**src/rtl/cosx_pkg.sv**
```systemverilog
// Shared types and default widths for the CosX request sequencer.
package cosx_pkg;

  localparam int X_W_DEF = 10;
  localparam int Y_W_DEF = 8;
  localparam int R_W_DEF = 10;
  localparam int LAT_W   = 16;

  typedef struct packed {
    logic [X_W_DEF-1:0] x;
    logic [Y_W_DEF-1:0] y;
    logic [R_W_DEF-1:0] expected;
  } cosx_vec_t;

  typedef enum logic [3:0] {
    IDLE,
    FETCH,
    LOAD,
    WAIT_IDLE,
    START,
    WAIT_ACK,
    WAIT_DONE,
    CHECK,
    DONE
  } seq_state_t;

endpackage

```
**src/rtl/cosx_rise_detect.sv**
```systemverilog
// Rising-edge detector for the accelerator ready level; history resets high so a
// ready that is already asserted out of reset does not produce an edge.
module cosx_rise_detect (
  input  logic clk,
  input  logic rst,
  input  logic level_i,
  output logic rise_o
);

  logic level_q;

  always_ff @(posedge clk) begin
    if (!rst) level_q <= 1'b1;
    else      level_q <= level_i;
  end

  assign rise_o = level_i & ~level_q;

endmodule

```
**src/rtl/cosx_request_sequencer.sv**
```systemverilog
// Walks a {x, y, expected} vector ROM through the CosX start/ready handshake and
// scores each result. Define COSX_LATENCY_STATS_EN to build start-to-ready latency tracking.
module cosx_request_sequencer
  import cosx_pkg::*;
#(
  parameter int NUM_VEC      = 10,
  parameter int X_W          = X_W_DEF,
  parameter int Y_W          = Y_W_DEF,
  parameter int R_W          = R_W_DEF,
  parameter int START_CYCLES = 2,
  parameter int TIMEOUT      = 255
) (
  input  logic                   clk,
  input  logic                   rst,
  input  logic                   go,
  output logic [9:0]             rom_addr,
  input  logic [X_W+Y_W+R_W-1:0] rom_data,
  output logic [X_W-1:0]         acc_x,
  output logic [Y_W-1:0]         acc_y,
  output logic                   acc_start,
  input  logic [R_W-1:0]         acc_result,
  input  logic                   acc_ready,
  output logic                   busy,
  output logic                   done,
  output logic [9:0]             pass_cnt,
  output logic [9:0]             err_cnt,
  output logic                   timeout,
  output logic [LAT_W-1:0]       max_lat
);

  localparam int TMR_W = 16;

  seq_state_t       state_q, state_d;
  logic [TMR_W-1:0] tmr_q, tmr_d;
  logic [9:0]       addr_q, addr_d;
  logic [9:0]       pass_q, pass_d;
  logic [9:0]       err_q, err_d;
  logic [X_W-1:0]   x_q, x_d;
  logic [Y_W-1:0]   y_q, y_d;
  logic [R_W-1:0]   exp_q, exp_d;
  logic [R_W-1:0]   res_q, res_d;
  logic             tout_q, tout_d;
  logic             rdy_rise;
  logic             tmr_tc;

  cosx_rise_detect u_rise (
    .clk     (clk),
    .rst     (rst),
    .level_i (acc_ready),
    .rise_o  (rdy_rise)
  );

  assign tmr_tc = (tmr_q == '0);

  always_comb begin
    state_d = state_q;
    tmr_d   = tmr_q;
    addr_d  = addr_q;
    pass_d  = pass_q;
    err_d   = err_q;
    x_d     = x_q;
    y_d     = y_q;
    exp_d   = exp_q;
    res_d   = res_q;
    tout_d  = tout_q;
    unique case (state_q)
      IDLE: begin
        if (go) begin
          pass_d  = '0;
          err_d   = '0;
          tout_d  = 1'b0;
          addr_d  = '0;
          state_d = FETCH;
        end
      end
      FETCH: state_d = LOAD;
      LOAD: begin
        x_d     = rom_data[X_W+Y_W+R_W-1 -: X_W];
        y_d     = rom_data[Y_W+R_W-1 -: Y_W];
        exp_d   = rom_data[R_W-1:0];
        state_d = WAIT_IDLE;
      end
      WAIT_IDLE: begin
        if (acc_ready) state_d = START;
        else if (tmr_tc) begin
          tout_d  = 1'b1;
          state_d = DONE;
        end
      end
      START: if (tmr_tc) state_d = WAIT_ACK;
      WAIT_ACK: begin
        if (!acc_ready) state_d = WAIT_DONE;
        else if (tmr_tc) begin
          tout_d  = 1'b1;
          state_d = DONE;
        end
      end
      WAIT_DONE: begin
        if (rdy_rise) begin
          res_d   = acc_result;
          state_d = CHECK;
        end else if (tmr_tc) begin
          tout_d  = 1'b1;
          state_d = DONE;
        end
      end
      CHECK: begin
        if (res_q == exp_q) begin
          if (pass_q != 10'h3FF) pass_d = pass_q + 10'd1;
        end else begin
          if (err_q != 10'h3FF) err_d = err_q + 10'd1;
        end
        if (addr_q == 10'(NUM_VEC - 1)) state_d = DONE;
        else begin
          addr_d  = addr_q + 10'd1;
          state_d = FETCH;
        end
      end
      DONE:    state_d = IDLE;
      default: state_d = IDLE;
    endcase
    // One down-counter serves both the START hold and the wait-state timeouts.
    if (state_d != state_q)
      tmr_d = (state_d == START) ? TMR_W'(START_CYCLES - 1) : TMR_W'(TIMEOUT);
    else if (!tmr_tc)
      tmr_d = tmr_q - 1'b1;
  end

  always_ff @(posedge clk) begin
    if (!rst) begin
      state_q <= IDLE;
      tmr_q   <= '0;
      addr_q  <= '0;
      pass_q  <= '0;
      err_q   <= '0;
      x_q     <= '0;
      y_q     <= '0;
      exp_q   <= '0;
      res_q   <= '0;
      tout_q  <= 1'b0;
    end else begin
      state_q <= state_d;
      tmr_q   <= tmr_d;
      addr_q  <= addr_d;
      pass_q  <= pass_d;
      err_q   <= err_d;
      x_q     <= x_d;
      y_q     <= y_d;
      exp_q   <= exp_d;
      res_q   <= res_d;
      tout_q  <= tout_d;
    end
  end

`ifdef COSX_LATENCY_STATS_EN
  logic [LAT_W-1:0] lat_q, lat_d;
  logic [LAT_W-1:0] max_q, max_d;

  // lat_q reads 0 in the first START cycle, so in CHECK it holds the inclusive count.
  always_comb begin
    lat_d = lat_q;
    max_d = max_q;
    if (state_q == IDLE && go) max_d = '0;
    if (state_d == START && state_q != START)
      lat_d = '0;
    else if (state_q inside {START, WAIT_ACK, WAIT_DONE} && lat_q != '1)
      lat_d = lat_q + 1'b1;
    if (state_q == CHECK && lat_q > max_q) max_d = lat_q;
  end

  always_ff @(posedge clk) begin
    if (!rst) begin
      lat_q <= '0;
      max_q <= '0;
    end else begin
      lat_q <= lat_d;
      max_q <= max_d;
    end
  end

  assign max_lat = max_q;
`else
  assign max_lat = '0;
`endif

  assign rom_addr  = addr_q;
  assign acc_x     = x_q;
  assign acc_y     = y_q;
  assign acc_start = (state_q == START);
  assign busy      = (state_q != IDLE) && (state_q != DONE);
  assign done      = (state_q == DONE);
  assign pass_cnt  = pass_q;
  assign err_cnt   = err_q;
  assign timeout   = tout_q;

endmodule

```
**config.mk**
```make
export PLATFORM = sky130hd
export DESIGN_NAME = cosx_request_sequencer
export DESIGN_NICKNAME = d
export VERILOG_FILES = /design/src/rtl/cosx_pkg.sv /design/src/rtl/cosx_rise_detect.sv /design/src/rtl/cosx_request_sequencer.sv
export SDC_FILE = /design/constraint.sdc
export NUM_CORES = 1
export LEC_CHECK = 0
export CORE_ASPECT_RATIO = 1.5
export CORE_MARGIN = 2
export CORE_UTILIZATION = 32
export DETAILED_ROUTE_END_ITERATION = 10
export HOLD_SLACK_MARGIN = 0.08
export PLACE_DENSITY_LB_ADDON = 0.25
export SYNTH_ARGS = -nofsm -noshare
export SYNTH_HDL_FRONTEND = slang
export SYNTH_SLANG_ARGS = --single-unit
```
**constraint.sdc**
```tcl
create_clock -name clk -period 3.7 [get_ports clk]
set_input_delay 0.74 -clock clk [delete_from_list [all_inputs] [get_ports clk]]
set_output_delay 0.74 -clock clk [all_outputs]
set_load 0.005 [all_outputs]
```
==> results.yml <==
timing:
  slew_violations: 0
  fmax_mhz: 312
  setup_tns_ps: 0
  finClkSkew_ps: 6.84
  rsz0062_at_grt: "no"
  worst_pin_slew_ps: 1030
  slew_headroom: 0.313
  finalHoldViolations: 0
  setup_viol: 0
  period_needed_ps: 3200
  period_share: 0.866
  hold_slack_ps: 457
setup_path:
  arrival_ps: 3470
  cp_data_required_time_ps: 3960
  path_delay_family: "simple AND/OR/NAND/NOR gates"
  crit_path_max_fanout: 15
  critPathCaptureType: "flip-flop"
  crit_chain: "inv_1 > ha_1 > or3b_1 > or4_1 > nor3b_1 > a211oi_4 > o211a_1 > mux2i_1"
  worst-r2r-setup-slack_ps: 500
  critPathLaunchType: "flip-flop"
  cpMaxStageDelayCell: "or4_1"
  cp_num_buf_inv: 1
  crit_type: "reg2reg"
  cpPeakStageDelay_ps: 810
clocking:
  cts_buffer_depth: 2
  clkLatencyLatePin_ps: 340
  post-cts-setup-buffers: 0
  cts_hold_buf: 0
  cts_sinks: 90
  cts_tree: "yes"
  root_buffer: "clkbuf_16"
  h-tree-depth: 3
  clkTransAtPathRegs_ps: 70
  cts_buffers: 9
  postCtsResizedCells: 0
synthesis:
  synth_area_leaders: "dfxtp_1 42%, nand2_1 6.8%, a21oi_1 6.0%, xor2_1 4.9%, nor2_1 4.7%"
  yosys_warnings: 0
  synthDistinctLibCells: 53
  synthArstFlopShare: 0
  seq_area_frac_synth: 0.418
  synth_cells: 519
  yosysTopAreaCellShare: 0.418
  synthFlopType: "dfxtp_1"
  postSynthAreaPerCell_um2: 8.30
  synth_edf_count: 0
  syn_area_mm2: 0.00431
  yosysTopAreaCell: "dfxtp_1"
  ys_ff_latch: 90
route:
  wirelength_mm: 10.9
  ant_nets: 0
  firstDrtPassIters: 4
  drc_errors: 0
  wl_per_cell_um: 14.2
  drtIter0Drc: 201
  via_per_inst: 5.13
  via_count: 3947
final_layout:
  utilization: 0.433
  final_area_mm2: 0.00566
  area_growth_pct: 31.3
  drive_above_1_share: 0.0606
  nets: 653
  multi_input_area_mm2: 0.00232
  fill_cells: 1315
  diodes: 0
  regArea_mm2: 0.00180
floorplan:
  num_rows: 51
  die-area_mm2: 0.0144
  die_y_um: 146
  die_w_um: 98.8
  io-pin-count: 110
  core_area_mm2: 0.0131
  start_util: 0.329
global_routing:
  grt_remaining_overflow: 0
  grt_pass1_wl_mm: 18.3
  grt.total_usage: 0.154
  grt_pass1_vias: 3911
  grt_max_degree: 30
  antenna_found_initial: 0
power_and_ir_drop:
  powerDensity_mw_per_mm2: 555
  p_leak_nw: 2.21
  vdd_drop_max_v: 0.000289
place:
  dp_hpwl_mm: 8.07
  numPortBuffers: 93
  globalplace.congestion: 0.792
  placed_cell_area_mm2: 0.00535
flow_run:
  drv_cap: 0
status:
  status: "finished, final reports clean"
min_path:
  worstHoldPathType: "reg2reg"
tightest hold or removal path, cell delays in order, from the launching register on:
cell	delay, ps
dfxtp_1	310
nand2_1	50
a21oi_1	50
layout by cell type, fill, tap and decap left out, types with 6 or more instances in the layout:
cell,synthesis,final
clkdlybuf4s50_1,0,93
dfxtp_1,90,90
nand2_1,78,78
nor2_1,54,54
a21oi_1,52,52
xor2_1,24,24
mux2i_1,16,16
conb_1,1,16
nand3_1,14,14
xnor2_1,13,13
nand4_1,10,10
buf_4,16,10
nor3_1,10,9
and3_1,9,9
or4_1,9,9
clkbuf_16,0,9
nor4_1,8,8
nand2b_1,7,7
o21ai_0,7,7
inv_1,6,6
nor3b_1,6,6
or3_1,6,6
a31oi_1,6,6
cell usage after synthesis (2+ instances only):
cell type / number
o22ai_1: 2
mux2i_1: 16
ha_1: 5
a31o_2: 4
dfxtp_1: 90
o21ai_0: 7
nand2b_1: 7
nand2_1: 78
nor2_1: 54
o31ai_1: 5
nor3b_1: 6
nor2b_1: 2
or3b_1: 2
or3_1: 6
nand3_1: 14
clkbuf_1: 22
a211oi_1: 5
inv_1: 6
a21o_1: 2
xnor2_1: 13
and3_1: 9
nor3_1: 10
or4_1: 9
buf_4: 16
and2_1: 2
o211a_1: 2
a21oi_1: 52
xor2_1: 24
and4_1: 2
nor4_1: 8
a31oi_1: 6
nand4_1: 10
buf_2: 3
per-stage QoR:
stage,instances,setup slack [ps],power [W]
floorplan,534,1070,0.00189
global placement,754,574,0.00217
detailed placement,754,446,0.00221
CTS,770,493,0.00319
global route,770,262,0.00335
finish,770,496,0.00314
layout make-up:
type | instances | share of cell area
Clock buffer | 9 | 0.0398
Clock inverter | 7 | 0.0153
Inverter | 6 | 0.00398
Multi-Input combinational cell | 396 | 0.410
Sequential cell | 90 | 0.318
Tap cell | 159 | 0.0352
Timing Repair Buffer | 103 | 0.178
logic make-up (layout without fill, tap and decap cells):
group	count (synthesis)	in the layout	synth area share
other	1	16	0.000870
DFF	90	90	0.418
muxes	17	17	0.0398
adders and majority gates	5	5	0.0145
and+or+nand+nor	225	225	0.253
buffers and inverters	48	125	0.0584
AOI/OAI and AO/OA	96	96	0.140
xor gates and xnor gates	37	37	0.0752
worst paths after layout:
kind                   end     start  cells after the start
hold / removal    acc_x[0]  acc_x[0]                      2
setup reg to reg  tmr_q[7]  tmr_q[0]                      8
setup / recovery  tmr_q[7]  tmr_q[0]                      8
hold reg to reg   acc_x[0]  acc_x[0]                      2
routing by layer:
layer  wire [um]  track usage  up-vias
met5           0            0        -
li1            -            -     1969
met3         554       0.0416       21
met2        5700        0.279      102
met4         256       0.0610        0
met1        4440        0.167     1855
power by group:
part	internal, W	switching (W)	total (W)
clock	0.000537	0.000421	0.000958
combinational	0.000421	0.000567	0.000988
sequential	0.00108	0.000113	0.00120
total	0.00204	0.00110	0.00314
sequential cells by signal (all words and copies together), names as in the netlist, 4 cells and up:
register  count
acc_x        10
acc_y         8
err_cnt      10
exp_q        10
pass_cnt     10
res_q        10
rom_addr     10
state_q       4
tmr_q        16
(Power assumes the default switching activity.)
